==> src/rtl/csa_pkg.sv <==
// Shared constant helpers for the carry-save stream accumulator: sizing,
// CSA tree shape, and legality checks for the parameter set.
package csa_pkg;

    // Ceiling log2, usable in constant expressions.
    function automatic int clog2(input int v);
        int r;
        int x;
        r = 0;
        x = v - 1;
        while (x > 0) begin
            r++;
            x = x >> 1;
        end
        return r;
    endfunction

    // Vector count after l layers of 3:2 reduction starting from n vectors.
    function automatic int csa_layer_cnt(input int n, input int l);
        int c;
        c = n;
        for (int i = 0; i < l; i++) c = 2 * (c / 3) + c % 3;
        return c;
    endfunction

    // Number of 3:2 layers needed to bring n vectors down to a (sum, carry) pair.
    function automatic int csa_depth(input int n);
        int c;
        int d;
        c = n;
        d = 0;
        while (c > 2) begin
            c = 2 * (c / 3) + c % 3;
            d++;
        end
        return d;
    endfunction

    function automatic bit ops_legal(input int n);
        return (n >= 2) && (n <= 8);
    endfunction

    function automatic bit acc_legal(input int acc_w, input int w, input int n);
        return acc_w >= w + clog2(n);
    endfunction

endpackage

==> src/rtl/csa_3to2.sv <==
// One row of full adders: three W-bit vectors in, sum and left-shifted carry
// out. The carry out of the top bit is dropped, giving modulo-2^W behaviour.
module csa_3to2 #(
    parameter int W = 24
) (
    input  logic [W-1:0] a_i,
    input  logic [W-1:0] b_i,
    input  logic [W-1:0] c_i,
    output logic [W-1:0] s_o,
    output logic [W-1:0] c_o
);

    assign s_o = a_i ^ b_i ^ c_i;
    // Majority of the low W-1 bits only; the top majority bit would fall off the shift.
    assign c_o = {(a_i[W-2:0] & b_i[W-2:0]) |
                  (a_i[W-2:0] & c_i[W-2:0]) |
                  (b_i[W-2:0] & c_i[W-2:0]), 1'b0};

endmodule

==> src/rtl/csa_stream_accumulator.sv <==
// Multi-operand packet accumulator. Each beat's operands are folded into a
// carry-save (acc_s, acc_c) pair with no carry propagation; the pair is only
// resolved by a single registered adder once the packet's last beat lands.
// Two result slots (fin, out) let a new packet finish while the previous
// result waits for the consumer.
module csa_stream_accumulator
    import csa_pkg::*;
#(
    parameter int WIDTH     = 16,
    parameter int NUM_OPS   = 3,
    parameter int ACC_WIDTH = 24,
    parameter int CNT_W     = 8
) (
    input  logic                       clk,
    input  logic                       rst_n,
    input  logic                       in_valid,
    output logic                       in_ready,
    input  logic [NUM_OPS*WIDTH-1:0]   in_ops,
    input  logic                       in_last,
    output logic                       out_valid,
    input  logic                       out_ready,
    output logic [ACC_WIDTH-1:0]       out_sum,
    output logic [CNT_W-1:0]           out_beats
);

    localparam int NVEC  = NUM_OPS + 2;
    localparam int DEPTH = csa_depth(NVEC);

    if (!ops_legal(NUM_OPS)) begin : g_bad_ops
        $error("csa_stream_accumulator: NUM_OPS must be in 2..8");
    end
    if (!acc_legal(ACC_WIDTH, WIDTH, NUM_OPS)) begin : g_bad_acc
        $error("csa_stream_accumulator: ACC_WIDTH too narrow for WIDTH and NUM_OPS");
    end

    logic [ACC_WIDTH-1:0] acc_s_q, acc_s_d, acc_c_q, acc_c_d;
    logic [ACC_WIDTH-1:0] fin_s_q, fin_s_d, fin_c_q, fin_c_d;
    logic [ACC_WIDTH-1:0] out_sum_q, out_sum_d;
    logic [CNT_W-1:0]     cnt_q, cnt_d, fin_cnt_q, fin_cnt_d, out_beats_q, out_beats_d;
    logic                 fin_valid_q, fin_valid_d, out_valid_q, out_valid_d;
    logic [ACC_WIDTH-1:0] t_s, t_c;
    logic [CNT_W-1:0]     cnt_inc;
    logic                 accept, out_adv;

    // Reduction tree: level 0 holds zero-extended operands plus the running
    // pair; each later level is the 3:2 reduction of the one before, with
    // leftover vectors passed straight through.
    for (genvar l = 0; l <= DEPTH; l++) begin : g_lvl
        localparam int N = csa_layer_cnt(NVEC, l);
        logic [ACC_WIDTH-1:0] v [N];
        if (l == 0) begin : g_in
            for (genvar k = 0; k < NUM_OPS; k++) begin : g_op
                assign v[k] = {{(ACC_WIDTH-WIDTH){1'b0}}, in_ops[k*WIDTH +: WIDTH]};
            end
            assign v[NUM_OPS]   = acc_s_q;
            assign v[NUM_OPS+1] = acc_c_q;
        end else begin : g_red
            localparam int NP = csa_layer_cnt(NVEC, l-1);
            localparam int NG = NP / 3;
            for (genvar g = 0; g < NG; g++) begin : g_csa
                csa_3to2 #(.W(ACC_WIDTH)) u_csa (
                    .a_i (g_lvl[l-1].v[3*g]),
                    .b_i (g_lvl[l-1].v[3*g+1]),
                    .c_i (g_lvl[l-1].v[3*g+2]),
                    .s_o (v[2*g]),
                    .c_o (v[2*g+1])
                );
            end
            for (genvar r = 0; r < NP % 3; r++) begin : g_pass
                assign v[2*NG+r] = g_lvl[l-1].v[3*NG+r];
            end
        end
    end

    assign t_s = g_lvl[DEPTH].v[0];
    assign t_c = g_lvl[DEPTH].v[1];

    // Input may move whenever the fin slot is empty or will drain this edge.
    assign in_ready = !fin_valid_q || !out_valid_q || out_ready;
    assign accept   = in_valid && in_ready;
    assign out_adv  = fin_valid_q && (!out_valid_q || out_ready);
    assign cnt_inc  = (&cnt_q) ? cnt_q : cnt_q + 1'b1;

    // Next-state for accumulator, fin slot and output slot.
    always_comb begin
        acc_s_d     = acc_s_q;
        acc_c_d     = acc_c_q;
        cnt_d       = cnt_q;
        fin_s_d     = fin_s_q;
        fin_c_d     = fin_c_q;
        fin_cnt_d   = fin_cnt_q;
        fin_valid_d = fin_valid_q;
        out_sum_d   = out_sum_q;
        out_beats_d = out_beats_q;
        out_valid_d = out_valid_q;

        if (out_adv) begin
            out_sum_d   = fin_s_q + fin_c_q;
            out_beats_d = fin_cnt_q;
            out_valid_d = 1'b1;
            fin_valid_d = 1'b0;
        end else if (out_ready) begin
            out_valid_d = 1'b0;
        end

        if (accept) begin
            if (in_last) begin
                fin_s_d     = t_s;
                fin_c_d     = t_c;
                fin_cnt_d   = cnt_inc;
                fin_valid_d = 1'b1;
                acc_s_d     = '0;
                acc_c_d     = '0;
                cnt_d       = '0;
            end else begin
                acc_s_d = t_s;
                acc_c_d = t_c;
                cnt_d   = cnt_inc;
            end
        end
    end

    // State registers; reset drops any partial packet and pending results.
    always_ff @(posedge clk or negedge rst_n) begin
        if (!rst_n) begin
            acc_s_q     <= '0;
            acc_c_q     <= '0;
            cnt_q       <= '0;
            fin_s_q     <= '0;
            fin_c_q     <= '0;
            fin_cnt_q   <= '0;
            fin_valid_q <= 1'b0;
            out_sum_q   <= '0;
            out_beats_q <= '0;
            out_valid_q <= 1'b0;
        end else begin
            acc_s_q     <= acc_s_d;
            acc_c_q     <= acc_c_d;
            cnt_q       <= cnt_d;
            fin_s_q     <= fin_s_d;
            fin_c_q     <= fin_c_d;
            fin_cnt_q   <= fin_cnt_d;
            fin_valid_q <= fin_valid_d;
            out_sum_q   <= out_sum_d;
            out_beats_q <= out_beats_d;
            out_valid_q <= out_valid_d;
        end
    end

    assign out_valid = out_valid_q;
    assign out_sum   = out_sum_q;
    assign out_beats = out_beats_q;

endmodule
==> config.mk <==
export PLATFORM = sky130hd
export DESIGN_NAME = csa_stream_accumulator
export DESIGN_NICKNAME = d
export VERILOG_FILES = /design/src/rtl/csa_pkg.sv /design/src/rtl/csa_3to2.sv /design/src/rtl/csa_stream_accumulator.sv
export SDC_FILE = /design/constraint.sdc
export NUM_CORES = 1
export LEC_CHECK = 0
export CAP_MARGIN = 30
export CELL_PAD_IN_SITES_DETAIL_PLACEMENT = 1
export CELL_PAD_IN_SITES_GLOBAL_PLACEMENT = 1
export CORE_MARGIN = 3
export CORE_UTILIZATION = 45
export DETAILED_ROUTE_END_ITERATION = 6
export PLACE_DENSITY_LB_ADDON = 0.1
export SLEW_MARGIN = 20
export SYNTH_ARGS = -nofsm -noshare
export SYNTH_HDL_FRONTEND = slang
export SYNTH_SLANG_ARGS = --single-unit
export TNS_END_PERCENT = 20
==> constraint.sdc <==
create_clock -name clk -period 3.3 [get_ports clk]
set_input_delay 0.66 -clock clk [delete_from_list [all_inputs] [get_ports clk]]
set_output_delay 0.66 -clock clk [all_outputs]
set_load 0.1 [all_outputs]
After elaboration in Yosys (flattened, before gate mapping)
Cells that the tools add are included.

Register bits: 145. Output and inout bits: 34. Logic and storage cells: 52.

Add/sub/neg operators: 2. Muxes and demuxes: 9. Bitwise gates (word level): 21. Reduce and logical (&&, ||, !) cells: 10.

Operator list (number): bitwise AND 23 bit (6); OR 23 bit (6); XOR 24 bit (4); bitwise AND 16 bit (3); 2-to-1 mux 24 bit (2); adder 24 bit (1); XOR 24 x 16 -> 24 bit (1); 2-to-1 mux 8 bit (2); XOR 16 bit (1); adder 8 x 1 -> 8 bit, second input constant (1); AND reduction 8 bit (1); 2-to-1 mux 1 bit (5); logical OR 1 bit (3); logical AND 1 bit (2); zero test 1 bit (2); AND reduction 2 bit (1); nonzero test 2 bit (1).

Depth between registers and ports, before layout
Word-level depth: 10. Gate-level depth with buffers: 9.

Modules after synthesis
Synthesis repeated with hierarchy kept, for this count alone.

Cells, all modules: 758. Area total of the unflattened synthesis: 8413.1 µm².

Modules (own cells, without submodules): csa_stream_accumulator (instances 1, cells an instance 680, area each 6926.6 µm², sequential area each 3653.5 µm²); csa_3to2 (instances 3, cells an instance 26, area each 495.5 µm², sequential area each 0.0 µm²).

Worst setup path before layout
Ideal clock, no wire load.

Path kind: register to register. From: reg out_valid_q (netlist: out_valid). To: reg fin_c_q[12]. Library setup time: 0.125 ns. Arrival: 3.345 ns. Slack: -0.170 ns. Stages on the path, launching flop included: 7. Path buffers: 2. Clock period less this slack: 3.470 ns. Path through: dfrtp_1 > nand3b_1 > and2_1 > clkbuf_1 > nand2_1 > buf_2 > mux2_2.

Word-level cells in the longest chain between the ends: 5.

Ends and longest elaborated chain: start: declaration (RTL line csa_stream_accumulator.sv:40) `logic fin_valid_q, fin_valid_d, out_valid_q, out_valid_d;`; start signal: assignment (RTL line csa_stream_accumulator.sv:146) `out_valid_q <= out_valid_d;`; zero test 1 bit (RTL line csa_stream_accumulator.sv:79) `assign in_ready = !fin_valid_q || !out_valid_q || out_ready;`; logical OR 1 bit (2 in series) (RTL line csa_stream_accumulator.sv:79); net in_ready (RTL line csa_stream_accumulator.sv:17) `output logic in_ready,`; logical AND 1 bit (RTL line csa_stream_accumulator.sv:80) `assign accept = in_valid && in_ready;`; AND reduction 2 bit (no line); end signal: assignment (RTL line csa_stream_accumulator.sv:141) `fin_c_q <= fin_c_d;`; end: declaration (RTL line csa_stream_accumulator.sv:37) `logic [ACC_WIDTH-1:0] fin_s_q, fin_s_d, fin_c_q, fin_c_d;`.

The timed path passes the listed nets, and every way through them passes these cells. A chain may end at the register's enable or synchronous reset.

Worst setup path after layout
From: in in_ops[4]. To: reg fin_s_q[4].

Word-level cells in the longest chain between the ends: 6.

Ends and longest elaborated chain: start: declaration (RTL line csa_stream_accumulator.sv:18) `input logic [NUM_OPS*WIDTH-1:0] in_ops,`; XOR 16 bit (RTL line csa_3to2.sv:13) `assign s_o = a_i ^ b_i ^ c_i;`; XOR 24 x 16 -> 24 bit (RTL line csa_3to2.sv:13); XOR 24 bit (4 in series) (RTL line csa_3to2.sv:13); net g_lvl[3].g_red.g_csa[0].u_csa.s_o[4] (RTL line csa_3to2.sv:9) `output logic [W-1:0] s_o,`; end signal: assignment (RTL line csa_stream_accumulator.sv:140) `fin_s_q <= fin_s_d;`; end: declaration (RTL line csa_stream_accumulator.sv:37).

The timed path passes the listed nets, and every way through them passes these cells.

==> reports/qor.csv <==
metric,value,unit
Routability Congestion,0.832,
crit-path leading delay family,adder cells,
clk_lat worst skew,0.42,ns
synth warn,0,
crit path max fanout,2,
GRT Util Overall,0.221,
Netlist cell types,51,
top_reg_cell synth,dfrtp_1,
worst r2r src,fin_s_q[2],
via count,5715,
CTS Sinks,142,
Routed Antenna Nets,0,
DIE WIDTH,137,um
TNS Setup,0,ns
"Hold Vio Cnt, Final",0,
CP startpoint kind,primary input,
CTS buffer count,17,
post-DP HPWL,14.3,mm
mapped cell area,0.00773,mm^2
Slew @ Worst Pin,0.605,ns
most frequent cells in the layout,"nand2_1 (170), dfrtp_1 (141), clkdlybuf4s50_1 (51)",
Hold Crit Class,primary input to async pin,
multiplexer share of the synthesized area,0.0736,
Crit. path cell count,5,
critical path capture point type,flop,
CORE AREA,0.0167,mm^2
Root Buffer Master,clkbuf_16,
Post-Syn Nets,863,
Port Buffers,86,
CP required,3.61,ns
"Setup Fix Bufs, Post-CTS",0,
Chip Height,137,um
"commonest non-fill, non-tap cell in the layout",nand2_1,
unrepaired setup endpoints after global routing,false,
Max IR drop VDD,0.616,mV
CTS tree,yes,
GR Overflow Total,0,
H-tree levels,4,
die area,0.0188,mm^2
largest net degree at the start of global routing,65,
CP cell instances,clkdlybuf4s50_1 > fa_1 > fa_1 > fa_1 > mux2_2,
Longest Clk Path Bufs,2,
clock-pin slew on the worst setup and hold paths,0.06,ns
Setup CP Type,primary input to flop,
1st-iter DRT viols,213,
post_cts resized,0,
Rel. slew slack,0.596,
min Tclk post-route,2.63,ns
sequential share of the synthesized area,0.460,
Final setup violation count,0,
global-route wire length before repair,32.2,mm
drt drc,0,
Tcrit/Tclk final,0.798,
Area growth syn-to-layout,21.3,%
average wire per standard cell,18.5,um
Pwr Density,912,mW/mm^2
Non-Filler Instances,1047,
CTS Hold Buffers Added,0,
"FF+latch count, synth",142,
Layout Utilization,0.561,
Syn Inst Count,732,
syn avg cell area,10.6,um^2
worst reg2reg setup slack,0.71,ns
max-slew violations,0,
clock skew,0.00722,ns
status,finished clean,
Vias per Instance,5.46,
CP Data Arrival Time,2.94,ns
max cap viols,0,
CP startpoint,in_ops[4],
Compound-Gate Fraction of Synth Area,0.0944,
Slowest cell on crit path,fa_1,
placed cell count,1015,
vias in the first global route,6380,
Post-Synth Adder-Cell Area,0.173,
Worst setup endpoint,fin_s_q[4],
Top-Level Pins,87,
fraction of layout instances using a drive strength above 1,0.157,
most frequent CP cell,fa_1,
initial antenna violation count,0,
final WL,19.4,mm
R2R Path End,out_sum[16],
drt first pass iters,5,
Leakage,4.45,nW
Post-synth EDFFs,0,
critical path's largest stage delay,0.59,ns
ANT cells,0,
Post-Synth XOR/XNOR Area,0.0193,
Starting Density,0.463,
worst r2r path cells,9,
CP Buf/Inv Count,1,
Final nets,946,
fmax,380,MHz
simple-gate share of the synthesized area,0.157,
fraction of registers with async set/reset,1.00,
row cnt,47,
largest family of logic cells by synthesized area,adder cells,
==> how the worst min path moves through the flow <==
stage,start,endpoint,slack (ns),depth (start not counted)
final,rst_n,out_sum[4],0.22,1
after global routing,rst_n,out_sum[4],0.25,1
after CTS,rst_n,out_sum[4],0.25,1
after detailed placement,fin_s_q[1],out_sum[1],0.46,2
after global placement,fin_s_q[1],out_sum[1],0.45,2
after floorplan,rst_n,acc_c_q[10],0.36,0
==> registers in the layout, indices dropped and copies added (netlist names), 8 cells and up <==
register,flops
acc_c_q,22
acc_s_q,24
cnt_q,8
fin_c_q,22
fin_cnt_q,8
fin_s_q,24
out_beats,8
out_sum,24
==> stage by stage <==
step / setup WS (ns) / power [W] / instance area, um^2 / hold slack (ns)
5_1_grt: 0.586 / 0.00914 / 9380 / 0.252
6_report: 0.667 / 0.00855 / 9380 / 0.219
3_3_place_gp: 0.290 / 0.00643 / 8760 / 0.447
3_5_place_dp: 0.219 / 0.00662 / 8760 / 0.459
4_1_cts: 0.660 / 0.00864 / 9360 / 0.246
2_1_floorplan: 0.227 / 0.00546 / 7730 / 0.364
==> worst reg2reg max path, cell delays in order, from the launching register on <==
cell,delay (ns)
dfrtp_1,0.36
ha_1,0.18
inv_1,0.06
fa_1,0.39
and2b_1,0.24
o2111ai_2,0.14
and4bb_1,0.29
nor3_1,0.22
mux2_1,0.34
a221o_1,0.27
==> final cells by class <==
cell class              count  area [um^2]
clock buffers              22          464
clock inverters             9          134
fillers                  1810         7330
inverters                  12         45.0
multi-input cells         544         4000
flip-flops and latches    142         3550
well taps                 220          275
repair buffers             98          900
==> cells in the mapped netlist (all sizes together), types with 3 or more instances <==
library cell  instances  area, um^2
nand2               173         649
dfrtp               142        3550
o21ai                49         245
fa                   48         961
mux2                 47         529
nand3                43         215
ha                   30         375
a21oi                25         125
nor2                 24        90.1
clkbuf               18        67.6
buf                  16        70.1
inv                  12        45.0
xnor2                10        87.6
nor3                  8        40.0
o21a                  7        52.6
o31ai                 7        52.6
xor2                  7        61.3
nand2b                6        37.5
a31oi                 5        31.3
nand4                 5        31.3
and2                  4        25.0
and3                  4        25.0
mux2i                 4        40.0
o211ai                4        35.0
a21o                  3        22.5
a221o                 3        30.0
nand3b                3        22.5
or3                   3        18.8
==> where the power goes <==
group / internal (W) / total [W] / switching, W
combinational: 0.00136 / 0.00395 / 0.00259
sequential: 0.00225 / 0.00263 / 0.000377
clock: 0.00123 / 0.00197 / 0.000747
==> kinds of logic after synthesis <==
| kind of cell | Yosys count |
|---|---|
| compound gates | 118 |
| xor+xnor | 17 |
| fa+ha+maj | 78 |
| buf+inv | 46 |
| flops | 142 |
| mux | 51 |
| simple gates | 280 |
==> layer usage <==
metal,track usage,vias to the layer above,share of wire
li1,-,2671,-
met1,0.289,2909,0.45
met2,0.376,108,0.50
met3,0.0415,27,0.033
met4,0.0615,0,0.014
met5,0,-,0
(Power assumes the default switching activity.)
